[src/rtl/dsp_inst_sequencer_if.sv]
// dsp_inst_sequencer_if: host write path and controller-side signals of the instruction sequencer.
interface dsp_inst_sequencer_if #(parameter int DEPTH = 16);
    logic [31:0]             in_inst;
    logic                    in_valid;
    logic                    in_ready;
    logic                    run_en;
    logic                    step;
    logic [31:0]             inst_out;
    logic                    busy;
    logic [$clog2(DEPTH):0]  level;
    logic [15:0]             done_cnt;
    modport master (output in_inst, in_valid, run_en, step,
                    input  in_ready, inst_out, busy, level, done_cnt);
    modport slave  (input  in_inst, in_valid, run_en, step,
                    output in_ready, inst_out, busy, level, done_cnt);
endinterface

[src/rtl/dsp_inst_sequencer.sv]
// dsp_inst_sequencer: FIFO-buffered issue of instruction words, each held for the execute window then followed by a zero gap.
module dsp_inst_sequencer #(
    parameter int DEPTH       = 16,
    parameter int EXEC_CYCLES = 7,
    parameter int GAP_CYCLES  = 1
) (
    input logic                 clk,
    input logic                 rst,
    dsp_inst_sequencer_if.slave bus
);
    localparam int AW   = $clog2(DEPTH);
    localparam int LW   = AW + 1;
    localparam int PMAX = EXEC_CYCLES > GAP_CYCLES ? EXEC_CYCLES : GAP_CYCLES;
    localparam int PW   = $clog2(PMAX) + 1;
    typedef enum logic [1:0] {IDLE, ISSUE, GAP} state_t;
    state_t          state, state_n;
    logic [31:0]     mem [DEPTH];
    logic [AW-1:0]   wr_ptr, rd_ptr;
    logic [LW-1:0]   lvl;
    logic [PW-1:0]   phase, phase_n;
    logic [31:0]     head, inst_q, inst_n;
    logic [15:0]     done_q;
    logic            step_pending, push, pop, start, fin;
    assign head         = mem[rd_ptr];
    assign bus.in_ready = lvl != LW'(DEPTH);
    assign push         = bus.in_valid & bus.in_ready;
    assign bus.level    = lvl;
    assign bus.inst_out = inst_q;
    assign bus.done_cnt = done_q;
    assign bus.busy     = state != IDLE || lvl != '0;
    always_comb begin
        state_n = state;
        phase_n = phase;
        inst_n  = inst_q;
        pop     = 1'b0;
        start   = 1'b0;
        fin     = 1'b0;
        case (state)
            IDLE: begin
                inst_n = '0;
                // words without the execute bit are dropped without occupying the controller
                if (lvl != '0 && !head[31]) pop = 1'b1;
                else if (lvl != '0 && (bus.run_en || step_pending)) begin
                    pop     = 1'b1;
                    start   = 1'b1;
                    inst_n  = head;
                    phase_n = '0;
                    state_n = ISSUE;
                end
            end
            ISSUE: begin
                if (phase == PW'(EXEC_CYCLES - 1)) begin
                    inst_n  = '0;
                    fin     = 1'b1;
                    phase_n = '0;
                    state_n = GAP;
                end else phase_n = phase + 1'b1;
            end
            GAP: begin
                if (phase == PW'(GAP_CYCLES - 1)) begin
                    phase_n = '0;
                    state_n = IDLE;
                end else phase_n = phase + 1'b1;
            end
            default: state_n = IDLE;
        endcase
    end
    always_ff @(posedge clk) if (push) mem[wr_ptr] <= bus.in_inst;
    always_ff @(posedge clk) begin
        if (rst) begin
            state        <= IDLE;
            phase        <= '0;
            inst_q       <= '0;
            done_q       <= '0;
            wr_ptr       <= '0;
            rd_ptr       <= '0;
            lvl          <= '0;
            step_pending <= 1'b0;
        end else begin
            state  <= state_n;
            phase  <= phase_n;
            inst_q <= inst_n;
            if (fin) done_q <= done_q + 1'b1;
            if (push) wr_ptr <= wr_ptr + 1'b1;
            if (pop) rd_ptr <= rd_ptr + 1'b1;
            lvl <= lvl + LW'(push) - LW'(pop);
            if (start) step_pending <= 1'b0;
            else if (bus.step && !bus.run_en) step_pending <= 1'b1;
        end
    end
endmodule

[src/flat_wrapper.sv]
// flat-port wrapper written by rule: the top's interface ports become plain ports
module dsp_inst_sequencer_flat 
#(
    parameter int DEPTH       = 16,
    parameter int EXEC_CYCLES = 7,
    parameter int GAP_CYCLES  = 1
)
  (clk, rst, bus_in_inst, bus_in_valid, bus_run_en, bus_step, bus_in_ready, bus_inst_out, bus_busy, bus_level, bus_done_cnt);
  dsp_inst_sequencer_if #(.DEPTH(DEPTH)) bus_i ();
  input logic clk;
  input logic rst;
  input wire logic [$bits(bus_i.in_inst)-1:0] bus_in_inst;
  input wire logic [$bits(bus_i.in_valid)-1:0] bus_in_valid;
  input wire logic [$bits(bus_i.run_en)-1:0] bus_run_en;
  input wire logic [$bits(bus_i.step)-1:0] bus_step;
  output wire logic [$bits(bus_i.in_ready)-1:0] bus_in_ready;
  output wire logic [$bits(bus_i.inst_out)-1:0] bus_inst_out;
  output wire logic [$bits(bus_i.busy)-1:0] bus_busy;
  output wire logic [$bits(bus_i.level)-1:0] bus_level;
  output wire logic [$bits(bus_i.done_cnt)-1:0] bus_done_cnt;
  assign bus_i.in_inst = bus_in_inst;
  assign bus_i.in_valid = bus_in_valid;
  assign bus_i.run_en = bus_run_en;
  assign bus_i.step = bus_step;
  assign bus_in_ready = bus_i.in_ready;
  assign bus_inst_out = bus_i.inst_out;
  assign bus_busy = bus_i.busy;
  assign bus_level = bus_i.level;
  assign bus_done_cnt = bus_i.done_cnt;
  dsp_inst_sequencer #(.DEPTH(DEPTH), .EXEC_CYCLES(EXEC_CYCLES), .GAP_CYCLES(GAP_CYCLES)) u_core (.clk(clk), .rst(rst), .bus(bus_i));
endmodule
[config.mk]
export PLATFORM = sky130hd
export DESIGN_NAME = dsp_inst_sequencer_flat
export DESIGN_NICKNAME = d
export VERILOG_FILES = /design/src/rtl/dsp_inst_sequencer_if.sv /design/src/rtl/dsp_inst_sequencer.sv /design/src/flat_wrapper.sv
export SDC_FILE = /design/constraint.sdc
export NUM_CORES = 1
export LEC_CHECK = 0
export BUFFER_PORTS_ARGS = -buffer_cell sky130_fd_sc_hd__buf_4
export CELL_PAD_IN_SITES_DETAIL_PLACEMENT = 0
export CELL_PAD_IN_SITES_GLOBAL_PLACEMENT = 1
export CORE_ASPECT_RATIO = 0.9
export CORE_MARGIN = 2
export CORE_UTILIZATION = 58
export CTS_CLUSTER_DIAMETER = 150
export CTS_CLUSTER_SIZE = 28
export DETAILED_ROUTE_END_ITERATION = 8
export HOLD_SLACK_MARGIN = 0.08
export PLACE_DENSITY = 0.8
export SYNTH_ARGS = -nofsm -noshare
export SYNTH_HDL_FRONTEND = slang
export SYNTH_SLANG_ARGS = --single-unit
[constraint.sdc]
create_clock -name clk -period 7.3 [get_ports clk]
set_input_delay 1.46 -clock clk [delete_from_list [all_inputs] [get_ports clk]]
set_output_delay 1.46 -clock clk [all_outputs]
set_load 0.01 [all_outputs]
==> metrics.cfg, run 1 <==
[global_routing]
grt_pass1_vias = 10649
grt_pass1_wl_mm = 67.51
track_usage = 0.2276
grt_max_degree = 68
gr-total-overflow = 0
antenna_found_initial = 0

[worst_setup_path]
worstSetupEndpointType = flip-flop
cp-start-kind = flip-flop
crit_buf_inv = 4
crit_chain = buf_4, mux4_2, nor2b_1, o22a_1, a21oi_1, ha_1, inv_1, ha_1, inv_1, fa_1, inv_1, a21oi_1, nor2_1, or3_1, a21oi_1
max_stage_delay_ns = 0.81
worstPathArrival_ns = 4.57
reg2reg_setup_slack_ns = 3.19
cp_max_fo = 21
cpMaxStageDelayCell = dfxtp_2
crit_family = adder cells
path_class = flip-flop to flip-flop
crit_required_ns = 7.77
r2r-end = u_core.bus.level[4]
reg2reg_depth = 15

[detailed_routing]
drc = 0
vias = 10688
wl_mm = 44.90
wl_per_cell_um = 26.47
drt_iter0_drc = 1150
first_pass_iters = 5
viasPerCell = 6.302
ant_nets = 0

[synth]
yosys.area_share.adder = 0.01194
synth_edf_count = 512
synth_compound_area_frac = 0.02941
muxShareOfSynthArea = 0.1622
synth-async-reset-ratio = 0
yosys.area.top_type_share = 0.6794
syn-cell-area_um2 = 22630
syn_avg_cell_area_um2 = 21.09
synth_area_leader_cell = edfxtp_1
synth_seq_cells = 584
yosys.area_share.simple = 0.02952
yosys_most_used_dff = edfxtp_1
synthXorXnorAreaFrac = 0.005805
synth_area_leaders = edfxtp_1, mux4_2, dfxtp_1
yosysWarnings = 0
yosysSeqAreaShare = 0.7431
ys_types = 59
syn_inst = 1073
synth_top_family_by_area = multiplexers
syn-num-nets = 1131

[timing]
fin_skew_ns = 0.02442
setup_tns_ns = 0
clock.fmax_ghz = 0.2435
finalSetupViolations = 0
worst_slack_ns = 3.193
period_needed_ns = 4.107
post-route-period-util = 0.5626
rsz0062_at_grt = false
slew_headroom = 0.1746
worstMarginPinSlew_ns = 1.235
finalHoldViolations = 0
slew_viol_final = 0

[clock_tree]
cts_tree = built
cts_inserted_buffers = 24
htreeDepth = 1
clk_pin_slew_worst_paths_ns = 0.11
postCtsSetupBuffers = 0
clk_path_buf_depth = 3
clockRootBuffer = clkbuf_16
clock_latency_ns = 0.60
cts.sinks = 584
ctsHoldBuffers = 0
ctsResizeCount = 0

[place]
gp_congestion = 0.7352
dp.cells = 1655
dp_hpwl_mm = 25.08
preCtsSetupSlack_ns = 3.147
port-buffer-count = 91

[final_layout]
drive_above_1_share = 0.2801
fillers = 2572
fin_cells = 1696
num-nets-final = 1214
area_growth_pct = 8.940
n_antenna_cell = 0
final_util = 0.6425

[min_path]
holdCritStartpoint = u_core.bus.inst_out[24]
worstHoldPathType = flip-flop to flip-flop
hold_depth = 1
worst_hold_path.endpoint = u_core.bus.inst_out[24]

[floorplan]
initial_core_util = 0.5898
die_width_um = 212.2
core_area_um2 = 38370
ios = 92
dieArea_um2 = 40620
die_h_um = 191.4
row_count = 68

[pwr]
peakVddDrop_mv = 0.2090
p_total_mw = 7.160
power_density_nw_per_um2 = 290.4
leakagePower_nw = 7.628

[flow_run]
cap_viol_max_count = 0

[run_status]
status = finished, final reports clean

==> final cells by class <==
type | instances | area [um^2] | area share
clock buffers | 39 | 656.9 | 0.02664
multi-input cells | 412 | 5537 | 0.2246
flip-flops and latches | 584 | 16830 | 0.6825
clock inverters | 2 | 46.29 | 0.001878
inverters | 20 | 75.07 | 0.003045
well taps | 525 | 656.9 | 0.02664
repair buffers | 114 | 855.8 | 0.03471
==> worst max path at each step <==
stage	from	to	slack, ns	cells past startpoint
after floorplan	bus_in_valid	u_core.mem[3][0]	2.62	4
after global routing	flip-flop	u_core.bus.level[4]	2.82	15
after detailed placement	flip-flop	u_core.bus.level[4]	3.15	15
after global placement	flip-flop	u_core.bus.level[4]	3.23	15
final	flip-flop	u_core.bus.level[4]	3.19	15
after CTS	flip-flop	u_core.bus.level[4]	3.12	15
==> stage by stage <==
step           hold WS [ns]  cell area [um^2]
5_1_grt              0.4881             24650
2_1_floorplan        0.4679             22630
3_5_place_dp         0.4576             23950
3_3_place_gp         0.4486             23950
4_1_cts              0.4817             24650
6_report             0.4775             24650
==> Yosys cell counts, drive strengths merged (3+ instances only) <==
cell type	number
nand4	6
mux4	157
mux2i	6
a21oi	17
clkbuf	27
nand2	17
o21ai	6
buf	30
inv	20
a31oi	3
nor4b	5
edfxtp	512
ha	20
or3	5
o31ai	3
mux2	6
a2111oi	3
xnor2	8
a32o	31
or2	3
o22a	3
xor2	7
dfxtp	72
nor4	4
nor3	9
nand2b	7
nor2b	8
nand3	8
nor2	44
==> layout by cell type (no fill, tap or decap), types with 3 or more instances in the layout <==
cell	count
or3_1	5
nor3_2	5
mux4_2	155
nand4_1	6
o22a_1	3
nor4b_1	4
edfxtp_1	512
a32o_1	31
nor2_4	14
clkbuf_16	24
nand3_1	8
nor2_1	30
buf_4	114
inv_1	20
xor2_1	7
a21oi_1	17
clkbuf_1	15
xnor2_1	8
mux2_1	4
nor2b_1	8
ha_1	20
o31ai_1	3
nand2_1	17
nor4_1	4
dfxtp_1	68
nor3_1	4
o21ai_0	6
mux2i_1	6
nand2b_1	7
a31oi_1	3
==> cell families after synthesis <==
kind of cell / Yosys count
simple gates: 128
buf+inv: 77
compound gates: 79
xor+xnor: 15
fa+ha+maj: 21
mux: 169
flops: 584
==> sequential cells by signal, summed over array words and instances (netlist names), named ones only <==
| signal | cells |
|---|---|
| u_core.bus.done_cnt | 16 |
| u_core.bus.inst_out | 32 |
| u_core.bus.level | 5 |
| u_core.mem | 512 |
| u_core.phase | 4 |
| u_core.rd_ptr | 4 |
| u_core.state | 2 |
| u_core.step_pending | 1 |
| u_core.wr_ptr | 4 |
==> metal layers <==
metal / wire length [um] / global-route usage / up-vias
met5: 0 / 0 / -
met4: 719 / 0.04250 / 0
met3: 2742 / 0.03105 / 43
met2: 21480 / 0.3612 / 357
met1: 19960 / 0.3485 / 5673
li1: - / - / 4615
==> power by group <==
part | switching (mW) | internal (mW) | total [mW]
combinational | 0.798 | 0.811 | 1.61
clock | 0.954 | 0.664 | 1.62
sequential | 0.158 | 3.77 | 3.93
(Power assumes the default switching activity.)
==> run 2: changes to the inputs <==
--- a/config.mk
+++ b/config.mk
@@ -10,12 +10,12 @@
 export CELL_PAD_IN_SITES_GLOBAL_PLACEMENT = 1
 export CORE_ASPECT_RATIO = 0.9
 export CORE_MARGIN = 2
-export CORE_UTILIZATION = 58
+export CORE_UTILIZATION = 54
 export CTS_CLUSTER_DIAMETER = 150
 export CTS_CLUSTER_SIZE = 28
 export DETAILED_ROUTE_END_ITERATION = 8
 export HOLD_SLACK_MARGIN = 0.08
-export PLACE_DENSITY = 0.8
+export PLACE_DENSITY = 0.75
 export SYNTH_ARGS = -nofsm -noshare
 export SYNTH_HDL_FRONTEND = slang
 export SYNTH_SLANG_ARGS = --single-unit
==> constraint.sdc (replaced) <==
create_clock -name clk -period 4.2 [get_ports clk]
set_input_delay 0.84 -clock clk [delete_from_list [all_inputs] [get_ports clk]]
set_output_delay 0.84 -clock clk [all_outputs]
set_load 0.01 [all_outputs]
==> metrics.cfg, run 2 (same netlist as run 1, synthesis figures left out) <==
[place]
placedInstanceArea_um2 = 24170  ; +0.91%
gp_congestion = 0.7376  ; +0.33%
port-buffer-count = 91  ; unchanged
preCtsSetupSlack_ns = 0.9533  ; -2.194 ns
dp_hpwl_mm = 25.44  ; +1.4%

[final_layout]
area_growth_pct = 9.963
largest_reg_flops = 512  ; unchanged
drive_above_1_share = 0.2855  ; +0.005370
final_util = 0.5986  ; -0.04393
final_area_um2 = 24890  ; +0.94%
largest-register = u_core.mem
fillers = 2982  ; +16%
final_cell_mix = edfxtp_1, mux4_2, buf_4
final_common_cell = edfxtp_1
num-nets-final = 1224  ; +0.82%

[worst_setup_path]
crit_required_ns = 4.65  ; -3.12 ns
worstPathArrival_ns = 3.72  ; -0.85 ns
cp_max_fo = 20  ; -4.8%
path_class = flip-flop to flip-flop
worstSetupEndpointType = flip-flop
cp-start-kind = flip-flop

[detailed_routing]
wl_per_cell_um = 25.96  ; -1.9%
viasPerCell = 6.114  ; -3.0%
drc = 0  ; unchanged
vias = 10590  ; -0.92%
drt_iter0_drc = 918  ; -20%
wl_mm = 44.97  ; +0.15%
ant_nets = 0  ; unchanged
first_pass_iters = 5  ; unchanged

[timing]
slew_headroom = 0.1861  ; +0.01143
worst_slack_ns = 0.9309  ; -2.262 ns
slew_viol_final = 0  ; unchanged
post-route-period-util = 0.7783  ; +0.2157
fin_skew_ns = 0.02933  ; +0.004917 ns
period_needed_ns = 3.269  ; -0.8382 ns
worstMarginPinSlew_ns = 1.218  ; -0.01711 ns
finalSetupViolations = 0  ; unchanged
whs_ns = 0.4778  ; +0.0002750 ns
setup_tns_ns = 0  ; unchanged
clock.fmax_ghz = 0.3059  ; +26%
finalHoldViolations = 0  ; unchanged
rsz0062_at_grt = false

[floorplan]
row_count = 71  ; +4.4%
ios = 92  ; unchanged
dieArea_um2 = 43560  ; +7.3%
initial_core_util = 0.5443  ; -0.04544
die_width_um = 219.8  ; +3.6%
die_h_um = 198.2  ; +3.6%
core_area_um2 = 41570  ; +8.3%

[clock_tree]
htreeDepth = 1  ; unchanged
cts.sinks = 584  ; unchanged
clk_path_buf_depth = 3  ; unchanged
clockRootBuffer = clkbuf_16
cts_inserted_buffers = 24  ; unchanged
clock_latency_ns = 0.59  ; about the same
cts_tree = built
ctsHoldBuffers = 0  ; unchanged
clk_pin_slew_worst_paths_ns = 0.12  ; about the same
postCtsSetupBuffers = 0  ; unchanged
ctsResizeCount = 0  ; unchanged

[global_routing]
gr-total-overflow = 0  ; unchanged
grt_pass1_wl_mm = 67.40  ; -0.16%
antenna_found_initial = 1  ; +1
grt_pass1_vias = 10665  ; +0.15%
track_usage = 0.2113  ; -0.01635
grt_max_degree = 81  ; +19%

[run_status]
status = finished, final reports clean

[min_path]
worstHoldPathType = flip-flop to flip-flop

[flow_run]
cap_viol_max_count = 0  ; unchanged

[pwr]
peakVddDrop_mv = 0.3112  ; +49%
leakagePower_nw = 7.710  ; +1.1%
power_density_nw_per_um2 = 499.9  ; +72%

==> run 2: power breakdown <==
part	total (mW)	switching (mW)	internal, mW	leakage [nW]
clock	2.81	1.64	1.17	0.338
sequential	6.69	0.127	6.56	5.21
combinational	2.95	1.51	1.43	2.16
total	12.4	3.28	9.16	7.71
==> run 2: metal layers <==
layer / share of wire / global-route usage
met5: 0 / 0
met1: 0.44 / 0.3145
met4: 0.019 / 0.04052
met3: 0.047 / 0.02135
met2: 0.49 / 0.3477
==> run 2: worst paths after layout <==
path	to	cells after the start	from	slack [ns]
max	u_core.bus.level[4]	15	flip-flop	0.93
min	u_core.bus.inst_out[20]	1	u_core.bus.inst_out[20]	0.48
max reg2reg	u_core.bus.level[4]	15	flip-flop	0.93
min reg2reg	u_core.bus.inst_out[20]	1	u_core.bus.inst_out[20]	0.48
==> run 2: final cells by class <==
class | count | area (um^2) | area share
diodes | 1 | 2.502 | 0.0001006
clock buffers | 42 | 668.1 | 0.02685
clock inverters | 2 | 46.29 | 0.001860
inverters | 20 | 75.07 | 0.003017
multi-input cells | 412 | 5537 | 0.2225
flip-flops and latches | 584 | 16830 | 0.6763
well taps | 547 | 684.4 | 0.02750
repair buffers | 124 | 1044 | 0.04193
==> run 2: metrics by stage <==
step	std cells	power (mW)
global route	1732	12.99
floorplan	1073	8.998
detailed placement	1687	9.815
global placement	1687	9.797
CTS	1731	12.59
finish	1732	12.44
==> run 2: worst max-delay path, cell delays in order, from the launching register on <==
cell and delay, ns:
dfxtp_4 0.39, buf_4 0.44, mux2i_1 0.31, o221ai_1 0.17, o22a_1 0.26, a21oi_1 0.18
ha_1 0.24, inv_1 0.06, ha_1 0.16, inv_1 0.06, fa_1 0.43, inv_1 0.08
a21oi_1 0.06, nor2_1 0.11, or3_1 0.12, a21oi_1 0.06
==> run 3: changes to the inputs <==
--- a/config.mk
+++ b/config.mk
@@ -5,17 +5,18 @@
 export SDC_FILE = /design/constraint.sdc
 export NUM_CORES = 1
 export LEC_CHECK = 0
+export ABC_AREA = 1
 export BUFFER_PORTS_ARGS = -buffer_cell sky130_fd_sc_hd__buf_4
 export CELL_PAD_IN_SITES_DETAIL_PLACEMENT = 0
 export CELL_PAD_IN_SITES_GLOBAL_PLACEMENT = 1
 export CORE_ASPECT_RATIO = 0.9
 export CORE_MARGIN = 2
-export CORE_UTILIZATION = 54
+export CORE_UTILIZATION = 45
 export CTS_CLUSTER_DIAMETER = 150
 export CTS_CLUSTER_SIZE = 28
 export DETAILED_ROUTE_END_ITERATION = 8
 export HOLD_SLACK_MARGIN = 0.08
-export PLACE_DENSITY = 0.75
+export PLACE_DENSITY = 0.71
 export SYNTH_ARGS = -nofsm -noshare
 export SYNTH_HDL_FRONTEND = slang
 export SYNTH_SLANG_ARGS = --single-unit
==> constraint.sdc (replaced) <==
create_clock -name clk -period 3 [get_ports clk]
set_input_delay 0.6 -clock clk [delete_from_list [all_inputs] [get_ports clk]]
set_output_delay 0.6 -clock clk [all_outputs]
set_load 0.01 [all_outputs]
==> metrics.cfg, run 3 <==
[synth]
synth-async-reset-ratio = 0  ; unchanged
synthTopCellsByCount = nand2_1, edfxtp_1, a21oi_1
synth_edf_count = 512  ; unchanged
syn-cell-area_um2 = 23800  ; +5.2%
syn_avg_cell_area_um2 = 11.48  ; -46%
yosys.area.top_type_share = 0.6460  ; -0.03343
syn_inst = 2073  ; +93%
synth_area_leaders = edfxtp_1, nand2_1, dfxtp_1
synth_most_common_cell = nand2_1
yosys_most_used_dff = edfxtp_1
synth_seq_cells = 584  ; unchanged
synth_area_leader_cell = edfxtp_1
ys_types = 36  ; -39%
yosysWarnings = 0  ; unchanged
yosysSeqAreaShare = 0.7065  ; -0.03656
syn-num-nets = 2131  ; +88%

[clock_tree]
cts_tree = built
htreeDepth = 1  ; unchanged
cts.sinks = 584  ; unchanged
clk_path_buf_depth = 3  ; unchanged
clockRootBuffer = clkbuf_16
clk_pin_slew_worst_paths_ns = 0.11  ; about the same
clock_latency_ns = 0.59  ; about the same
cts_inserted_buffers = 24  ; unchanged

[timing]
worstMarginPinSlew_ns = 0.8794  ; -0.3386 ns
setup_tns_ns = 0  ; unchanged
finalHoldViolations = 0  ; unchanged
fin_skew_ns = 0.01620  ; -0.01314 ns
post-route-period-util = 0.9125  ; +0.1342
slew_headroom = 0.4138  ; +0.2277
slew_viol_final = 0  ; unchanged
finalSetupViolations = 0  ; unchanged
clock.fmax_ghz = 0.3653  ; +19%
period_needed_ns = 2.738  ; -0.5315 ns
rsz0062_at_grt = false

[final_layout]
largest_reg_flops = 512  ; unchanged
final_cell_mix = nand2_1, edfxtp_1, a21oi_1
area_growth_pct = 9.462
num-nets-final = 2180  ; +78%
fillers = 4664  ; +56%
drive_above_1_share = 0.09813  ; -0.1873
largest-register = u_core.mem
final_util = 0.5011  ; -0.09745
final_common_cell = nand2_1

[floorplan]
die_h_um = 222.2  ; +12%
row_count = 79  ; +11%
dieArea_um2 = 54750  ; +26%
ios = 92  ; unchanged
initial_core_util = 0.4578  ; -0.08654
die_width_um = 246.4  ; +12%
core_area_um2 = 51990  ; +25%

[detailed_routing]
first_pass_iters = 5  ; unchanged
drt_iter0_drc = 1254  ; +37%
viasPerCell = 5.428  ; -11%
vias = 15356  ; +45%
drc = 0  ; unchanged
wl_mm = 59.80  ; +33%
ant_nets = 0  ; unchanged
wl_per_cell_um = 21.14  ; -19%

[global_routing]
grt_pass1_vias = 14951  ; +40%
gr-total-overflow = 0  ; unchanged
grt_pass1_wl_mm = 91.04  ; +35%
track_usage = 0.2192  ; +0.007945
grt_max_degree = 180  ; +120%
antenna_found_initial = 2  ; +1

[flow_run]
cap_viol_max_count = 0  ; unchanged

[pwr]
leakagePower_nw = 9.281  ; +20%
peakVddDrop_mv = 0.5897  ; +89%
power_density_nw_per_um2 = 755.5  ; +51%

[worst_setup_path]
worstPathArrival_ns = 3.22  ; -0.50 ns
cp-start-kind = flip-flop
worstSetupEndpointType = flip-flop
reg2reg_depth = 19  ; +4
crit_required_ns = 3.48  ; -1.17 ns
cp_max_fo = 5  ; -75%
path_class = flip-flop to flip-flop

[place]
dp_hpwl_mm = 31.92  ; +25%
gp_congestion = 0.7808  ; +5.9%
port-buffer-count = 91  ; unchanged

[run_status]
status = finished, final reports clean

[min_path]
worstHoldPathType = input port to flip-flop
hold_depth = 1  ; unchanged

-- run 3: area by class of cell --
class,count,area [um^2],share of cell area
flip-flops and latches,584,16820,0.6458
clock buffers,44,718.2,0.02757
diodes,1,2.502,0.00009605
repair buffers,144,1276,0.04898
multi-input cells,1302,6107,0.2344
inverters,66,264.0,0.01013
well taps,688,860.8,0.03304
-- run 3: metal layers --
layer,vias up,track usage,share of wire
met5,-,0,0.00025
met4,2,0.05014,0.022
met3,71,0.02814,0.052
met2,386,0.3641,0.48
met1,7588,0.3084,0.44
li1,7309,-,-
-- run 3: worst paths after layout --
| check | startpoint | to | slack (ns) |
|---|---|---|---|
| worst max register to register | flip-flop | u_core.bus.level[4] | 0.26 |
| worst min register to register | u_core.bus.inst_out[7] | u_core.bus.inst_out[7] | 0.47 |
| worst max-delay path | flip-flop | u_core.bus.level[4] | 0.26 |
| worst min-delay path | bus_in_inst[10] | u_core.mem[3][10] | 0.30 |
-- run 3: timing repair --
item,CTS,global route
endpoints found under the setup margin,0,7
setup buffers,0,4
resized for setup,0,10
hold buffers,0,0
-- run 3: power by group --
group	internal [mW]	switching, mW	leakage [nW]
logic	1.88	4.31	3.73
registers	9.23	0.226	5.21
clock network	1.64	2.40	0.342
total	12.8	6.93	9.28
-- run 3: through the flow --
stage	instances	power (mW)	setup slack [ns]	area, um^2	hold slack [ns]
finish	2829	19.68	0.2625	26050	0.3016
global route	2829	20.89	0.002958	26050	0.2962
CTS	2824	19.78	0.1117	25990	0.2744
detailed placement	2780	15.80	0.1355	25280	0.4586
global placement	2780	15.73	0.1720	25280	0.4559
floorplan	2073	14.02	0.01837	23800	0.4720
-- run 3: critical path, cell delays in order, from the launching register on --
cell      delay, ns
dfxtp_4        0.42
buf_4          0.15
nand2_1        0.05
nand2_1        0.06
nand2_1        0.05
nand3_1        0.06
nand3_1        0.08
nand2_2        0.10
nand3_2        0.09
nand2_2        0.12
inv_2          0.06
ha_1           0.26
inv_1          0.06
ha_1           0.17
inv_1          0.07
fa_2           0.38
nor3_2         0.16
a211oi_1       0.07
o21ai_0        0.15
a21oi_1        0.06
-- run 3: kinds of logic (layout without fill, tap and decap cells) --
family,count (synthesis),count (layout),synth area share
AO/OA/AOI/OAI,337,337,0.07791
other,0,1,0
AND/OR/NAND/NOR,941,941,0.1604
flip-flops,584,584,0.7065
buffers and inverters,187,254,0.04268
adder cells (fa/ha/maj),21,21,0.01135
XOR/XNOR,3,3,0.001104
